===== config.mk =====
export PLATFORM = sky130hd
export DESIGN_NAME = input_debouncer
export DESIGN_NICKNAME = d
export VERILOG_FILES = /design/src/rtl/io_pkg.sv /design/src/rtl/debounce_bit.sv /design/src/rtl/input_debouncer.sv
export SDC_FILE = /design/constraint.sdc
export NUM_CORES = 1
export LEC_CHECK = 0
export BUFFER_PORTS_ARGS = -buffer_cell sky130_fd_sc_hd__clkbuf_2
export CAP_MARGIN = 20
export CORE_MARGIN = 2
export CORE_UTILIZATION = 60
export DETAILED_ROUTE_END_ITERATION = 10
export PLACE_DENSITY = 0.78
export SYNTH_ARGS = -nofsm -noshare
export SYNTH_HDL_FRONTEND = slang
export SYNTH_SLANG_ARGS = --single-unit

===== constraint.sdc =====
create_clock -name clk -period 3.45 [get_ports clk]
set_clock_uncertainty 0.05 [all_clocks]
set_input_delay 0.345 -clock clk [delete_from_list [all_inputs] [get_ports clk]]
set_output_delay 0.345 -clock clk [all_outputs]
set_load 0.005 [all_outputs]

===== src/rtl/io_pkg.sv =====
// ============================================================================
//  Module      : io_pkg
//  Description : Shared constants and read-select encoding for the board I/O.
//  Revision    : 1.0 - initial release
// ============================================================================
`default_nettype none

package io_pkg;

  localparam int N_BTN   = 5;
  localparam int N_SW    = 16;
  localparam int N_IN    = N_BTN + N_SW;
  localparam int RD_W    = 16;

  // Button-word field offsets
  localparam int EVT_LSB = 0;
  localparam int LVL_LSB = 8;

  typedef enum logic {
    RD_SEL_SW  = 1'b0,
    RD_SEL_BTN = 1'b1
  } rd_sel_e;

endpackage

`default_nettype wire


===== src/rtl/debounce_bit.sv =====
// ============================================================================
//  Module      : debounce_bit
//  Description : Two-flop synchronizer plus tick-qualified debounce for one bit.
//  Revision    : 1.0 - initial release
// ============================================================================
`default_nettype none

module debounce_bit #(
  parameter int STABLE_TICKS = 8
) (
  input  logic clk,
  input  logic reset_n,
  input  logic tick,
  input  logic raw,
  output logic level
);

  localparam int c_cnt_w = $clog2(STABLE_TICKS + 1);
  localparam logic [c_cnt_w-1:0] c_last = c_cnt_w'(STABLE_TICKS - 1);

  logic               r_sync1;
  logic               r_sync2;
  logic [c_cnt_w-1:0] r_cnt;
  logic               r_stable;

  always_ff @(posedge clk or negedge reset_n) begin
    if (!reset_n) begin
      r_sync1  <= 1'b0;
      r_sync2  <= 1'b0;
      r_cnt    <= '0;
      r_stable <= 1'b0;
    end else begin
      r_sync1 <= raw;
      r_sync2 <= r_sync1;
      // A return to the stable level before qualifying restarts the count
      if (tick) begin
        if (r_sync2 != r_stable) begin
          if (r_cnt == c_last) begin
            r_stable <= r_sync2;
            r_cnt    <= '0;
          end else begin
            r_cnt <= r_cnt + 1'b1;
          end
        end else begin
          r_cnt <= '0;
        end
      end
    end
  end

  assign level = r_stable;

endmodule

`default_nettype wire


===== src/rtl/input_debouncer.sv =====
// ============================================================================
//  Module      : input_debouncer
//  Description : Debounced buttons/switches with sticky press events and a
//                registered CPU read port (button reads clear returned events).
//  Revision    : 1.0 - initial release
// ============================================================================
`default_nettype none

module input_debouncer
  import io_pkg::*;
#(
  parameter int TICK_CYCLES  = 100000,
  parameter int STABLE_TICKS = 8
) (
  input  logic              clk,
  input  logic              reset_n,
  input  logic [N_BTN-1:0]  buttons_raw,
  input  logic [N_SW-1:0]   switches_raw,
  input  logic              rd_en,
  input  logic              rd_sel,
  output logic [RD_W-1:0]   rd_data,
  output logic              rd_valid,
  output logic [N_BTN-1:0]  btn_level,
  output logic [N_SW-1:0]   sw_level,
  output logic [N_BTN-1:0]  btn_press,
  output logic              event_pending
);

  localparam int c_pre_w = (TICK_CYCLES > 1) ? $clog2(TICK_CYCLES) : 1;
  localparam logic [c_pre_w-1:0] c_pre_last = c_pre_w'(TICK_CYCLES - 1);

  logic [c_pre_w-1:0] r_pre;
  logic               w_tick;
  logic [N_IN-1:0]    w_raw;
  logic [N_IN-1:0]    w_level;
  logic [N_BTN-1:0]   r_btn_prev;
  logic [N_BTN-1:0]   r_btn_press;
  logic [N_BTN-1:0]   r_evt;
  logic [N_BTN-1:0]   w_rise;
  logic [N_BTN-1:0]   w_evt_clr;
  logic               w_rd_btn;
  logic [RD_W-1:0]    w_btn_word;
  logic [RD_W-1:0]    w_rd_word;
  logic [RD_W-1:0]    r_rd_data;
  logic               r_rd_valid;

  always_ff @(posedge clk or negedge reset_n) begin
    if (!reset_n) begin
      r_pre <= '0;
    end else if (r_pre == c_pre_last) begin
      r_pre <= '0;
    end else begin
      r_pre <= r_pre + 1'b1;
    end
  end

  assign w_tick = (r_pre == c_pre_last);
  assign w_raw  = {switches_raw, buttons_raw};

  for (genvar i = 0; i < N_IN; i++) begin : g_bit
    debounce_bit #(
      .STABLE_TICKS (STABLE_TICKS)
    ) u_debounce_bit (
      .clk     (clk),
      .reset_n (reset_n),
      .tick    (w_tick),
      .raw     (w_raw[i]),
      .level   (w_level[i])
    );
  end

  assign btn_level = w_level[N_BTN-1:0];
  assign sw_level  = w_level[N_IN-1:N_BTN];

  // Only the bits actually returned are cleared, so a press landing on the
  // same edge as the read survives
  assign w_rise    = btn_level & ~r_btn_prev;
  assign w_rd_btn  = rd_en && (rd_sel == RD_SEL_BTN);
  assign w_evt_clr = w_rd_btn ? r_evt : '0;

  always_comb begin
    w_btn_word                     = '0;
    w_btn_word[LVL_LSB +: N_BTN]   = btn_level;
    w_btn_word[EVT_LSB +: N_BTN]   = r_evt;
  end

  assign w_rd_word = (rd_sel == RD_SEL_BTN) ? w_btn_word : sw_level;

  always_ff @(posedge clk or negedge reset_n) begin
    if (!reset_n) begin
      r_btn_prev  <= '0;
      r_btn_press <= '0;
      r_evt       <= '0;
      r_rd_data   <= '0;
      r_rd_valid  <= 1'b0;
    end else begin
      r_btn_prev  <= btn_level;
      r_btn_press <= w_rise;
      r_evt       <= (r_evt & ~w_evt_clr) | w_rise;
      r_rd_valid  <= rd_en;
      if (rd_en) begin
        r_rd_data <= w_rd_word;
      end
    end
  end

  assign btn_press     = r_btn_press;
  assign rd_data       = r_rd_data;
  assign rd_valid      = r_rd_valid;
  assign event_pending = |r_evt;

endmodule

`default_nettype wire


### Word-level counts from Yosys, hierarchy flattened

Cells that the tools add are included.

| storage, ports and cells | value |
|---|---|
| flip-flop bits (word level) | 196 |
| latch bits | 0 |
| RAM bits | 0 |
| memory bits (read-only) | 0 |
| bits of input ports | 25 |
| output and inout port bits | 44 |
| logic and storage cells | 228 |
| memories | 0 |

| cells by class | value |
|---|---|
| add/subtract/negate cells | 22 |
| multiply operators | 0 |
| divide/modulo/power cells | 0 |
| order comparisons | 0 |
| eq/ne operators | 43 |
| shift operators | 0 |
| multiplexer cells | 45 |
| bitwise operators | 5 |
| reductions and logical operators | 23 |

Operators by type and width:

| operator | number |
|---|---|
| $mux W4 | 42 |
| $add A4 B1 Y4 const B | 21 |
| $eq A4 B3 Y1 const B | 21 |
| $reduce_and A3 Y1 | 21 |
| $ne A1 B1 Y1 | 21 |
| $add A17 B1 Y17 const B | 1 |
| $eq A17 B17 Y1 const B | 1 |
| $mux W17 | 1 |
| $mux W16 | 1 |
| $and A5 B5 Y5 | 2 |
| $not A5 Y5 | 2 |
| $mux W5 | 1 |
| $or A5 B5 Y5 | 1 |
| $reduce_or A5 Y1 | 1 |
| $logic_and A1 B1 Y1 | 1 |

### Longest topological paths before layout

| depth | value |
|---|---|
| depth in word-level cells | 5 |
| gate-level depth with buffers | 9 |
| mapped depth without buffers | 5 |

### By module

Synthesis repeated with hierarchy kept, for this count alone.

| unflattened totals | value |
|---|---|
| cells, all modules | 720 |
| area, all modules | 8,887.3 sq um |

Modules (own cells, without submodules):

| module | times used | cells each | area an instance (sq um) | seq. area each (sq um) |
|---|---|---|---|---|
| debounce_bit | 21 | 26 | 329.1 | 175.2 |
| input_debouncer | 1 | 174 | 1,976.9 | 1,226.2 |

### Least setup slack after synthesis

OpenSTA, ideal clock, no wires.

| timing | value |
|---|---|
| kind | reg2reg |
| start | register r_pre[0] |
| end | register g_bit[0].u_debounce_bit.r_stable |
| library setup time | 125 ps |
| data arrival time | 1,756 ps |
| required time | 3,275 ps |
| setup slack | 1,519 ps |
| cell stages (with the launch flop) | 9 |
| path buffers | 3 |
| period minus slack after synthesis | 1,931 ps |
| cell sequence | dfrtp_1 > ha_1 > and4_1 > buf_4 > and4_1 > buf_4 > buf_6 > nand2_1 > mux2_4 |

| between the ends | value |
|---|---|
| word-level cells in the longest chain between the ends | 2 |

RTL lines:

| what | line | text |
|---|---|---|
| start, declared | input_debouncer.sv:32 | `logic [c_pre_w-1:0] r_pre;` |
| start signal, assigned | input_debouncer.sv:53 | `r_pre <= r_pre + 1'b1;` |
| $eq A17 B17 Y1 | input_debouncer.sv:57 | `assign w_tick = (r_pre == c_pre_last);` |
| $reduce_and A3 Y1 (no source line) | -- |  |
| end signal, assigned | debounce_bit.sv:39 | `r_stable <= r_sync2;` |
| end, declared | debounce_bit.sv:24 | `logic r_stable;` |

Every way passes these cells.
A chain may end at the register's enable or synchronous reset.

### Final worst setup path

| timing | value |
|---|---|
| start | register r_pre[0] |
| end | register g_bit[16].u_debounce_bit.r_stable |

| between the ends | value |
|---|---|
| word-level cells in the longest chain between the ends | 2 |

RTL lines:

| what | line |
|---|---|
| $eq A17 B17 Y1 | input_debouncer.sv:57 |
| $reduce_and A3 Y1 (no source line) | -- |
| end signal, assigned | debounce_bit.sv:39 |
| end, declared | debounce_bit.sv:24 |

Every way passes these cells.

==> metrics.yaml <==
outcome: "completed"
ioPinCount: 69
synth-edff-count: 0
end_kind: "register"
ir_drop_v: 0.000434
first_global_vias: 6225
timing.final.crit_share_pct: 76.6
drtIter0Drc: 646
htreeDepth: 4
routed_wl_um: 18100
die_y_um: 124
hold_class: "register to register"
final_max_slew_viol_count: 0
drive_gt1_share_pct: 14.7
switching_share_pct: 22.5
crit_chain: "ha_1 -> and4_1 -> and4_2 -> buf_4 -> nand2_1 -> mux2_4"
portBuffers: 68
ys_ff_latch: 196
timing.fmax_mhz: 378
fin_util_pct: 70.2
worst_path_largest_cell_delay_ns: 0.56
cts-buffers-inserted: 17
antenna_left: 0
layout_min_cycle_time_ns: 2.64
vias_per_cell: 5.85
synth_async_sr_flop_share_pct: 100
hold_viol: 0
grt_pass1_wl_um: 29600
fp-row-count: 43
pwr-share-comb_pct: 3.4
cts_resized: 0
crit_fanout: 31
crit_type: "register to register"
critPathSlowestCell: "and4_2"
avgSynthCellArea_sq_um: 10.6
setup_viol: 0
layout_common_cells: "196 x dfrtp_1, 137 x nand2_1, 80 x o21ai_0"
start_kind: "register"
syn-num-nets: 863
n_fill_cell: 976
multi_input_comb_area_sq_um: 3450
synth_area_sq_um: 8670
synth_flop_cell: "dfrtp_1"
ff_latch_area_sq_um: 4900
power_frac_clock_pct: 44.2
cts-root-buf: "clkbuf_16"
core_sq_um: 14000
drc: 0
antenna_found_initial: 0
switchingPower_mw: 1.01
die-area_sq_um: 15400
cap_viol_max_count: 0
via_count: 6303
ys_seq_area_share_pct: 56.6
grt_overflow_total: 0
holdWs_ns: 0.295
required_ns: 3.73
ys_types: 42
hpwl_um: 11800
yosysWarnings: 0
start_util_pct: 62.0
setup_tns_ns: 0
relSlewSlack_pct: 46.4
worst_slew_pin_slew_ns: 0.805
clock_latency_ns: 0.44
firstDrtPassIters: 5
syn_inst: 816
grt_max_degree: 102
place_congestion: 0.843
crit_arrival_ns: 2.92
clk_path_buf_depth: 2
layout.nets: 932
finalWorstSetupSlack_ns: 0.807
die_w_um: 124
grt_use_total_pct: 25.0
clk_pin_slew_worst_paths_ns: 0.07
rsz0062_at_grt: "no"
diodes: 0
place_ws_ns: 0.859
wire_per_inst_um: 16.8
post_cts_buffers: 0
p_seq_share_pct: 52.4
layout_commonest_cell: "dfrtp_1"
cts_tree: "done"
p_int_mw: 3.48
area_growth_pct: 13.4
cellPowerDensity_nw_per_um2: 457
p_leak_nw: 4.78
clock_sinks: 196
[metal layers]
metal / global-route usage (%) / share of wire (%)
met4: 8.78 / 1.6
met1: 32.1 / 43
met5: 0 / 0
met2: 42.0 / 52
met3: 5.63 / 4.0
[metrics by stage]
step	cell area [sq um]	cells	total power, mW
after floorplan	8670	816	2.44
after global placement	9010	1024	2.53
after detailed placement	9010	1024	2.53
after CTS	9830	1078	4.53
after global routing	9830	1078	4.65
final	9830	1078	4.49
[synth_stat cells (12+ instances only)]
| cell type | count | area share [%] |
|---|---|---|
| xnor2_1 | 26 | 2.6 |
| nand3_1 | 32 | 1.8 |
| nand2b_1 | 21 | 1.5 |
| o31ai_1 | 20 | 1.7 |
| nand2_1 | 137 | 5.9 |
| nor2_1 | 75 | 3.2 |
| buf_4 | 23 | 2.0 |
| nand4_1 | 23 | 1.7 |
| o21ai_0 | 80 | 4.6 |
| mux2_4 | 20 | 3.5 |
| ha_1 | 22 | 3.2 |
| xor2_1 | 26 | 2.6 |
| clkbuf_1 | 12 | 0.52 |
| a21oi_1 | 12 | 0.69 |
| dfrtp_1 | 196 | 57 |
| a31oi_1 | 19 | 1.4 |
[cells by family (layout without fill, tap and decap cells)]
logic type | after synthesis | count (layout) | synth area share, %
AO/OA/AOI/OAI | 146 | 146 | 9.61
XOR/XNOR | 52 | 52 | 5.25
adder cells (fa/ha/maj) | 22 | 22 | 3.18
buffers and inverters | 51 | 133 | 3.74
flip-flops | 196 | 196 | 56.6
multiplexers | 32 | 32 | 4.87
AND/OR/NAND/NOR | 317 | 317 | 16.8
[final timing paths]
path                                                     to  depth (start not counted)  slack (ns)                             start
max                          g_bit[16].u_debounce_bit.level                          6        0.81                          r_pre[0]
min                        g_bit[17].u_debounce_bit.r_sync2                          0        0.30  g_bit[17].u_debounce_bit.r_sync1
max reg2reg                  g_bit[16].u_debounce_bit.level                          6        0.81                          r_pre[0]
min reg2reg                g_bit[17].u_debounce_bit.r_sync2                          0        0.30  g_bit[17].u_debounce_bit.r_sync1
max in group asynchronous   g_bit[0].u_debounce_bit.r_sync1                          3        1.94                           reset_n
min in group asynchronous    g_bit[11].u_debounce_bit.level                          2        0.50                           reset_n
[power groups by stage]
stage	combinational [mW]	sequential, mW	clock (mW)
after floorplan	0.0499	2.39	0
after global placement	0.130	2.40	0
after detailed placement	0.135	2.40	0
after CTS	0.156	2.35	2.02
after global routing	0.174	2.36	2.12
final	0.152	2.35	1.99
[flip-flops by register name, summed over array words and instances, names as in the netlist, 5 cells and up]
signal,count
g_bit.u_debounce_bit.r_cnt,84
g_bit.u_debounce_bit.r_sync2,21
btn_press,5
r_evt,5
g_bit.u_debounce_bit.level,21
r_pre,17
r_btn_prev,5
rd_data,16
g_bit.u_debounce_bit.r_sync1,21
[worst max-delay path, delay by kind of cell (launching register included)]
| kind | cells | cell delay [ns] |
|---|---|---|
| fa+ha+maj | 1 | 0.21 |
| flops | 1 | 0.40 |
| buf+inv | 1 | 0.42 |
| mux | 1 | 0.32 |
| simple gates | 3 | 1.11 |
[layout make-up]
cell class	count	area share (%)
Multi-Input combinational cell	569	35.1
Inverter	6	0.229
Clock buffer	18	4.47
Clock inverter	14	1.57
Sequential cell	196	49.9
Tap cell	180	2.29
Timing Repair Buffer	95	6.43
[repair_timing]
action | 4_1_cts | 5_1_grt
setup endpoints to repair | 0 | 0
hold buffers | 22 | 0
endpoints found under the hold margin | 109 | 0
Note: power is estimated with default switching activity, not from simulation.
